**config.mk**
```make
export PLATFORM = sky130hd
export DESIGN_NAME = mbus_arb
export DESIGN_NICKNAME = d
export VERILOG_FILES = /design/src/rtl/mbus_arb.sv
export SDC_FILE = /design/constraint.sdc
export NUM_CORES = 1
export LEC_CHECK = 0
export CORE_AREA = 4 4 166 168
export CTS_BUF_LIST = sky130_fd_sc_hd__clkbuf_16
export CTS_CLUSTER_DIAMETER = 40
export DETAILED_ROUTE_END_ITERATION = 10
export DIE_AREA = 0 0 170 172
export GPL_TIMING_DRIVEN = 0
export PLACE_DENSITY_LB_ADDON = 0.3
export SLEW_MARGIN = 20
export SYNTH_ARGS = -nofsm -noshare
export SYNTH_HDL_FRONTEND = slang
export SYNTH_SLANG_ARGS = --single-unit
```
**constraint.sdc**
```tcl
create_clock -name clk -period 2.07 [get_ports clk]
set_input_delay 0.207 -clock clk [delete_from_list [all_inputs] [get_ports clk]]
set_output_delay 0.207 -clock clk [all_outputs]
set_load 0.01 [all_outputs]
```
**src/rtl/mbus_arb.sv**
```systemverilog
// mbus_arb: two-requester arbiter onto a shared single-beat memory bus, read and write channels independent.
// Latency: grant is registered in IDLE, so a request reaches the mbus one cycle later; min 3 cycles per transaction.
// Backpressure: mbus ready/valid are routed only to the granted master; macro MBUS_ARB_RR_EN selects round-robin ties.

module mbus_arb #(
   parameter int ADDR_WIDTH = 32,
   parameter int DATA_WIDTH = 32
) (
   input  logic                    clk,
   input  logic                    rst_n,

   // requester 0
   input  logic [ADDR_WIDTH-1:0]   m0_ar_addr_i,
   input  logic                    m0_ar_valid_i,
   output logic                    m0_ar_ready_o,
   output logic [DATA_WIDTH-1:0]   m0_r_data_o,
   output logic                    m0_r_valid_o,
   input  logic                    m0_r_ready_i,
   input  logic [ADDR_WIDTH-1:0]   m0_aw_addr_i,
   input  logic                    m0_aw_valid_i,
   output logic                    m0_aw_ready_o,
   input  logic [DATA_WIDTH-1:0]   m0_w_data_i,
   input  logic [DATA_WIDTH/8-1:0] m0_w_strb_i,
   input  logic                    m0_w_valid_i,
   output logic                    m0_b_resp_o,
   output logic                    m0_b_valid_o,
   input  logic                    m0_b_ready_i,

   // requester 1
   input  logic [ADDR_WIDTH-1:0]   m1_ar_addr_i,
   input  logic                    m1_ar_valid_i,
   output logic                    m1_ar_ready_o,
   output logic [DATA_WIDTH-1:0]   m1_r_data_o,
   output logic                    m1_r_valid_o,
   input  logic                    m1_r_ready_i,
   input  logic [ADDR_WIDTH-1:0]   m1_aw_addr_i,
   input  logic                    m1_aw_valid_i,
   output logic                    m1_aw_ready_o,
   input  logic [DATA_WIDTH-1:0]   m1_w_data_i,
   input  logic [DATA_WIDTH/8-1:0] m1_w_strb_i,
   input  logic                    m1_w_valid_i,
   output logic                    m1_b_resp_o,
   output logic                    m1_b_valid_o,
   input  logic                    m1_b_ready_i,

   // shared bus, read side
   output logic [ADDR_WIDTH-1:0]   mbus_ar_addr_o,
   output logic                    mbus_ar_valid_o,
   input  logic                    mbus_ar_ready_i,
   input  logic [DATA_WIDTH-1:0]   mbus_r_data_i,
   input  logic                    mbus_r_valid_i,
   output logic                    mbus_r_ready_o,

   // shared bus, write side
   output logic [ADDR_WIDTH-1:0]   mbus_aw_addr_o,
   output logic                    mbus_aw_valid_o,
   input  logic                    mbus_aw_ready_i,
   output logic [DATA_WIDTH-1:0]   mbus_w_data_o,
   output logic [DATA_WIDTH/8-1:0] mbus_w_strb_o,
   output logic                    mbus_w_valid_o,
   input  logic                    mbus_b_resp_i,
   input  logic                    mbus_b_valid_i,
   output logic                    mbus_b_ready_o,

   // status
   output logic                    rd_busy_o,
   output logic                    wr_busy_o
);

   typedef enum logic [1:0] {
      RD_IDLE = 2'd0,
      RD_ADDR = 2'd1,
      RD_DATA = 2'd2
   } rd_state_e;

   typedef enum logic [1:0] {
      WR_IDLE = 2'd0,
      WR_ADDR = 2'd1,
      WR_RESP = 2'd2
   } wr_state_e;

   rd_state_e rd_state_q;
   wr_state_e wr_state_q;

   // grant: 0 selects m0, 1 selects m1; only rewritten in IDLE
   logic rd_gnt_q, rd_gnt_d;
   logic wr_gnt_q, wr_gnt_d;
   logic rd_busy_q, wr_busy_q;

   logic rd_in_addr, rd_in_data;
   logic wr_in_addr, wr_in_resp;
   logic rd_req_any, wr_req_any;

`ifdef MBUS_ARB_RR_EN
   // last-granted master per channel; resets to m1 so m0 wins the first tie
   logic rd_last_q, wr_last_q;

   // round-robin: on a tie, pick whichever master was not granted last
   function automatic logic arb_pick(input logic v0, input logic v1, input logic last);
      if (v0 && v1) begin
         return ~last;
      end
      return v1;
   endfunction

   // next grant for each channel, evaluated while the channel is idle
   always_comb begin
      rd_gnt_d = arb_pick(m0_ar_valid_i, m1_ar_valid_i, rd_last_q);
      wr_gnt_d = arb_pick(m0_aw_valid_i, m1_aw_valid_i, wr_last_q);
   end
`else
   // fixed priority: m1 only when m0 is not asking
   function automatic logic arb_pick(input logic v0, input logic v1);
      return v1 & ~v0;
   endfunction

   // next grant for each channel, evaluated while the channel is idle
   always_comb begin
      rd_gnt_d = arb_pick(m0_ar_valid_i, m1_ar_valid_i);
      wr_gnt_d = arb_pick(m0_aw_valid_i, m1_aw_valid_i);
   end
`endif

   assign rd_req_any = m0_ar_valid_i | m1_ar_valid_i;
   assign wr_req_any = m0_aw_valid_i | m1_aw_valid_i;

   assign rd_in_addr = (rd_state_q == RD_ADDR);
   assign rd_in_data = (rd_state_q == RD_DATA);
   assign wr_in_addr = (wr_state_q == WR_ADDR);
   assign wr_in_resp = (wr_state_q == WR_RESP);

   // read channel FSM: one address and exactly one data beat per grant
   always_ff @(posedge clk or negedge rst_n) begin
      if (!rst_n) begin
         rd_state_q <= RD_IDLE;
         rd_gnt_q   <= 1'b0;
         rd_busy_q  <= 1'b0;
`ifdef MBUS_ARB_RR_EN
         rd_last_q  <= 1'b1;
`endif
      end else begin
         case (rd_state_q)
            RD_IDLE: begin
               if (rd_req_any) begin
                  rd_gnt_q   <= rd_gnt_d;
                  rd_state_q <= RD_ADDR;
                  rd_busy_q  <= 1'b1;
`ifdef MBUS_ARB_RR_EN
                  rd_last_q  <= rd_gnt_d;
`endif
               end
            end
            RD_ADDR: begin
               if (mbus_ar_valid_o && mbus_ar_ready_i) begin
                  rd_state_q <= RD_DATA;
               end
            end
            RD_DATA: begin
               if (mbus_r_valid_i && mbus_r_ready_o) begin
                  rd_state_q <= RD_IDLE;
                  rd_busy_q  <= 1'b0;
               end
            end
            default: begin
               rd_state_q <= RD_IDLE;
               rd_busy_q  <= 1'b0;
            end
         endcase
      end
   end

   // write channel FSM: address and the single data beat go together, then wait for the response
   always_ff @(posedge clk or negedge rst_n) begin
      if (!rst_n) begin
         wr_state_q <= WR_IDLE;
         wr_gnt_q   <= 1'b0;
         wr_busy_q  <= 1'b0;
`ifdef MBUS_ARB_RR_EN
         wr_last_q  <= 1'b1;
`endif
      end else begin
         case (wr_state_q)
            WR_IDLE: begin
               if (wr_req_any) begin
                  wr_gnt_q   <= wr_gnt_d;
                  wr_state_q <= WR_ADDR;
                  wr_busy_q  <= 1'b1;
`ifdef MBUS_ARB_RR_EN
                  wr_last_q  <= wr_gnt_d;
`endif
               end
            end
            WR_ADDR: begin
               if (mbus_aw_valid_o && mbus_aw_ready_i) begin
                  wr_state_q <= WR_RESP;
               end
            end
            WR_RESP: begin
               if (mbus_b_valid_i && mbus_b_ready_o) begin
                  wr_state_q <= WR_IDLE;
                  wr_busy_q  <= 1'b0;
               end
            end
            default: begin
               wr_state_q <= WR_IDLE;
               wr_busy_q  <= 1'b0;
            end
         endcase
      end
   end

   // read routing: granted master drives the bus in ADDR and sees the beat in DATA
   always_comb begin
      mbus_ar_addr_o  = rd_gnt_q ? m1_ar_addr_i : m0_ar_addr_i;
      mbus_ar_valid_o = rd_in_addr & (rd_gnt_q ? m1_ar_valid_i : m0_ar_valid_i);
      mbus_r_ready_o  = rd_in_data & (rd_gnt_q ? m1_r_ready_i : m0_r_ready_i);

      m0_ar_ready_o   = rd_in_addr & ~rd_gnt_q & mbus_ar_ready_i;
      m1_ar_ready_o   = rd_in_addr &  rd_gnt_q & mbus_ar_ready_i;
      m0_r_valid_o    = rd_in_data & ~rd_gnt_q & mbus_r_valid_i;
      m1_r_valid_o    = rd_in_data &  rd_gnt_q & mbus_r_valid_i;
      // data is broadcast; only the qualified valid matters
      m0_r_data_o     = mbus_r_data_i;
      m1_r_data_o     = mbus_r_data_i;
   end

   // write routing: address and beat from the granted master, response back to it only
   always_comb begin
      mbus_aw_addr_o  = wr_gnt_q ? m1_aw_addr_i : m0_aw_addr_i;
      mbus_aw_valid_o = wr_in_addr & (wr_gnt_q ? m1_aw_valid_i : m0_aw_valid_i);
      mbus_w_data_o   = wr_gnt_q ? m1_w_data_i : m0_w_data_i;
      mbus_w_strb_o   = wr_gnt_q ? m1_w_strb_i : m0_w_strb_i;
      mbus_w_valid_o  = wr_in_addr
                        & (wr_gnt_q ? (m1_aw_valid_i & m1_w_valid_i)
                                    : (m0_aw_valid_i & m0_w_valid_i));
      mbus_b_ready_o  = wr_in_resp & (wr_gnt_q ? m1_b_ready_i : m0_b_ready_i);

      m0_aw_ready_o   = wr_in_addr & ~wr_gnt_q & mbus_aw_ready_i;
      m1_aw_ready_o   = wr_in_addr &  wr_gnt_q & mbus_aw_ready_i;
      m0_b_valid_o    = wr_in_resp & ~wr_gnt_q & mbus_b_valid_i;
      m1_b_valid_o    = wr_in_resp &  wr_gnt_q & mbus_b_valid_i;
      m0_b_resp_o     = mbus_b_resp_i & ~wr_gnt_q;
      m1_b_resp_o     = mbus_b_resp_i &  wr_gnt_q;
   end

   assign rd_busy_o = rd_busy_q;
   assign wr_busy_o = wr_busy_q;

endmodule
```
==> metrics.md, run 1 <==
| Metric | Value |
|---|---|
| Outcome | finished, final reports clean |
| Buf/Inv on CP | 3 |
| Tmin final | 2.000 ns |
| Transition time at the pin with the least slew margin | 0.4306 ns |
| #FFs+latches synth | 8 |
| Final Skew | 0.0003852 ns |
| Worst vdd ir | 0.3828 mV |
| Net count after synthesis | 485 |
| Die area | 29240 µm² |
| Hold WC Path Type | primary input to asynchronous set/reset pin |
| Largest net degree at the start of global routing | 11 |
| Initial DRC Count | 44 |
| Syn-to-layout area delta | 194.0% |
| Max-cap violations | 0 |
| Worst skew pair latency | 0.23 ns |
| RR Startpoint | wr_gnt_q |
| Final WS setup | 0.06993 ns |
| Core Box Area | 25910 µm² |
| Layout cells sized above 1 | 29.04% |
| Startpoint Class | flip-flop |
| Final Instance Area | 6885 µm² |
| Final WL | 14560 µm |
| Io pins | 430 |
| Maximum clock path buffer count | 2 |
| Highest Clock Rate | 0.5000 GHz |
| Row count | 59 |
| Delay of the slowest cell on the worst path | 0.53 ns |
| RD Place Congestion | 0.7026 |
| Antenna Nets Post-Route | 0 |
| Syn Inst Count | 236 |
| Setup violations, final | 0 |
| Worst-path clk slew | 0.04 ns |
| Fin crit share | 96.62% |
| Crit path arrival time | 1.79 ns |
| Placement Setup Slack | 0.1533 ns |
| Ys flop type | dfrtp_1 |
| Final hold vios | 0 |
| Cell family with most CP delay | buffers and inverters |
| Count of cell types in the netlist | 28 |
| Port-buffer cells | 397 |
| Gr usage total | 8.468% |
| Top cell type by total area after synthesis | mux2_2 |
| Worst path cell trace | buf_6 -> buf_4 -> mux2_2 -> clkdlybuf4s50_1 |
| Diode count | 0 |
| Asr flop ratio synth | 100.0% |
| Num CTS Buffers | 3 |
| Worst R2R Setup Slack | 0.82 ns |
| Number of global-route vias before repair | 3331 |
| Wirelength per Cell | 14.98 µm |
| Top-count cell post-synth | mux2_2 |
| Crit end category | output port |
| First-pass DRT Iterations | 4 |
| Final net count | 888 |
| Final Max Slew Viols | 0 |
| Dpl hpwl | 13210 µm |
| Hold Buf Count CTS | 0 |
| First-pass GRT wire length | 19570 µm |
| H-tree depth | 1 |
| Cell area power density | 746.6 nW/µm² |
| Die height | 172 µm |
| # DRC | 0 |
| CP max stage cell | clkdlybuf4s50_1 |
| Crit-path max FO | 10 |
| Total gr overflow | 0 |
| Mean post-synth cell area | 9.925 µm² |
| Vias post-DR | 3148 |
| Leakage power | 0.002883 µW |
| Root Buffer | clkbuf_16 |
| Worst rel slew slack | 71.20% |
| Seq/Total Area, Yosys | 8.547% |
| Fill cells | 2743 |
| R2r worst-path depth | 4 |
| WP data required | 1.86 ns |
| Drt via density | 3.239 |
| DP Area | 6735 µm² |
| Power Total | 5141 µW |
| Reg2reg end | wr_busy_o |
| Die X-Extent | 170 µm |
| Post-synth top cells | 79 x mux2_2, 65 x buf_4, 23 x mux2_4 |
| Num Clock Sinks | 8 |
| RSZ-0062 raised after global routing | no |
| YS warnings | 0 |
| CTS tree | done |
| Share of the synthesized area in the top cell type | 37.98% |
| Initial Utilization | 9.040% |
| EDFF count, synth | 0 |
| Initial antenna violation count | 0 |
| Setup CP Type | flip-flop to output port |
| Synthesized area | 2342 µm² |
| Largest cells by area after synthesis | mux2_2 38%, buf_4 21%, mux2_4 15% |
[metrics by stage]
stage	hold slack [ns]	cells	utilization, %	setup TNS [ns]
after floorplan	-0.08859	236	-	0
after global placement	0.5229	968	25.99	0
after global routing	0.3210	972	26.57	0
final	0.2889	972	26.57	0
after CTS	0.3100	971	26.31	-0.001793
after detailed placement	0.5395	968	25.99	0
[placed cells by master, fill, tap and decap left out, drive strengths merged]
cell and instances:
a311oi 2, inv 2, nand2 2, o32ai 1, clkdlybuf4s50 369, and2 2, o22ai 2, nor2 7
o311ai 1, dlygate4sd2 12, nor2b 6, dfrtp 8, o21a 1, clkbuf 4, and4b 3, dlymetal6s2s 16
mux2 102, and3 1, o21ai 1, nand2b 4, buf 78, nor3b 3, nand3 1, mux2i 2
nor3 2, a32oi 1, a21oi 4
[layer usage]
layer | vias to the layer above | global-route usage (%) | part of all wire, %
met3 | 6 | 2.378 | 10
met2 | 192 | 15.98 | 54
li1 | 1577 | - | -
met5 | - | 0 | 0
met4 | 0 | 1.424 | 0.87
met1 | 1373 | 9.632 | 35
[worst max-delay path by stage]
| stage | startpoint | end | slack [ns] | cells past startpoint |
|---|---|---|---|---|
| 2_1_floorplan | wr_gnt_q | mbus_w_data_o[10] | 0.80 | 4 |
| 3_3_place_gp | wr_gnt_q | m1_b_valid_o | 0.16 | 5 |
| 3_5_place_dp | wr_gnt_q | m1_b_valid_o | 0.15 | 5 |
| 4_1_cts | wr_gnt_q | mbus_aw_addr_o[9] | -0.002 | 4 |
| 5_1_grt | wr_gnt_q | mbus_w_strb_o[3] | 0.0003 | 4 |
| 6_report | wr_gnt_q | mbus_aw_addr_o[24] | 0.07 | 4 |
[sequential cells by signal, summed over array words and instances (netlist names)]
name,count
rd_busy_o,1
wr_state_q,2
rd_gnt_q,1
wr_gnt_q,1
wr_busy_o,1
rd_state_q,2
[cell type report]
type / instances / area [µm²] / share of cell area, %
plain buffers: 77 / 636.9 / 9.250
clock buffers: 3 / 75.07 / 1.090
inverters: 2 / 7.507 / 0.1090
multi-input cells: 148 / 1533 / 22.26
flip-flops and latches: 8 / 200.2 / 2.908
well taps: 335 / 419.2 / 6.088
repair buffers: 399 / 4014 / 58.30
[report_power, final]
group / total, µW / internal [µW] / leakage [µW] / switching (µW)
logic: 4500 / 2830 / 0.00275 / 1670
registers: 318 / 228 / 0.0000926 / 90.7
clock network: 321 / 249 / 0.0000370 / 72.5
total: 5140 / 3310 / 0.00288 / 1830
[logic make-up (layout without fill, tap and decap cells)]
family                 count (synthesis)  after routing  synth area share, %
muxes                                104            104                53.58
buffers and inverters                 80            481                26.02
and+or+nand+nor                       31             31                7.799
AOI/OAI and AO/OA                     13             13                4.060
DFF                                    8              8                8.547
[repair_timing]
action                                  in CTS  in global routing
buffers inserted                             0                  2
endpoints found under the setup margin      35                 61
gates resized for setup                     18                 23
Note: power is estimated with default switching activity, not from simulation.
==> inputs of run 2 (changes only) <==
--- a/config.mk
+++ b/config.mk
@@ -12,7 +12,6 @@
 export DIE_AREA = 0 0 170 172
 export GPL_TIMING_DRIVEN = 0
 export PLACE_DENSITY_LB_ADDON = 0.3
-export SLEW_MARGIN = 20
 export SYNTH_ARGS = -nofsm -noshare
 export SYNTH_HDL_FRONTEND = slang
 export SYNTH_SLANG_ARGS = --single-unit
==> results of run 2 <==
No change in the layout: final DEF, timing and power equal those of run 1.
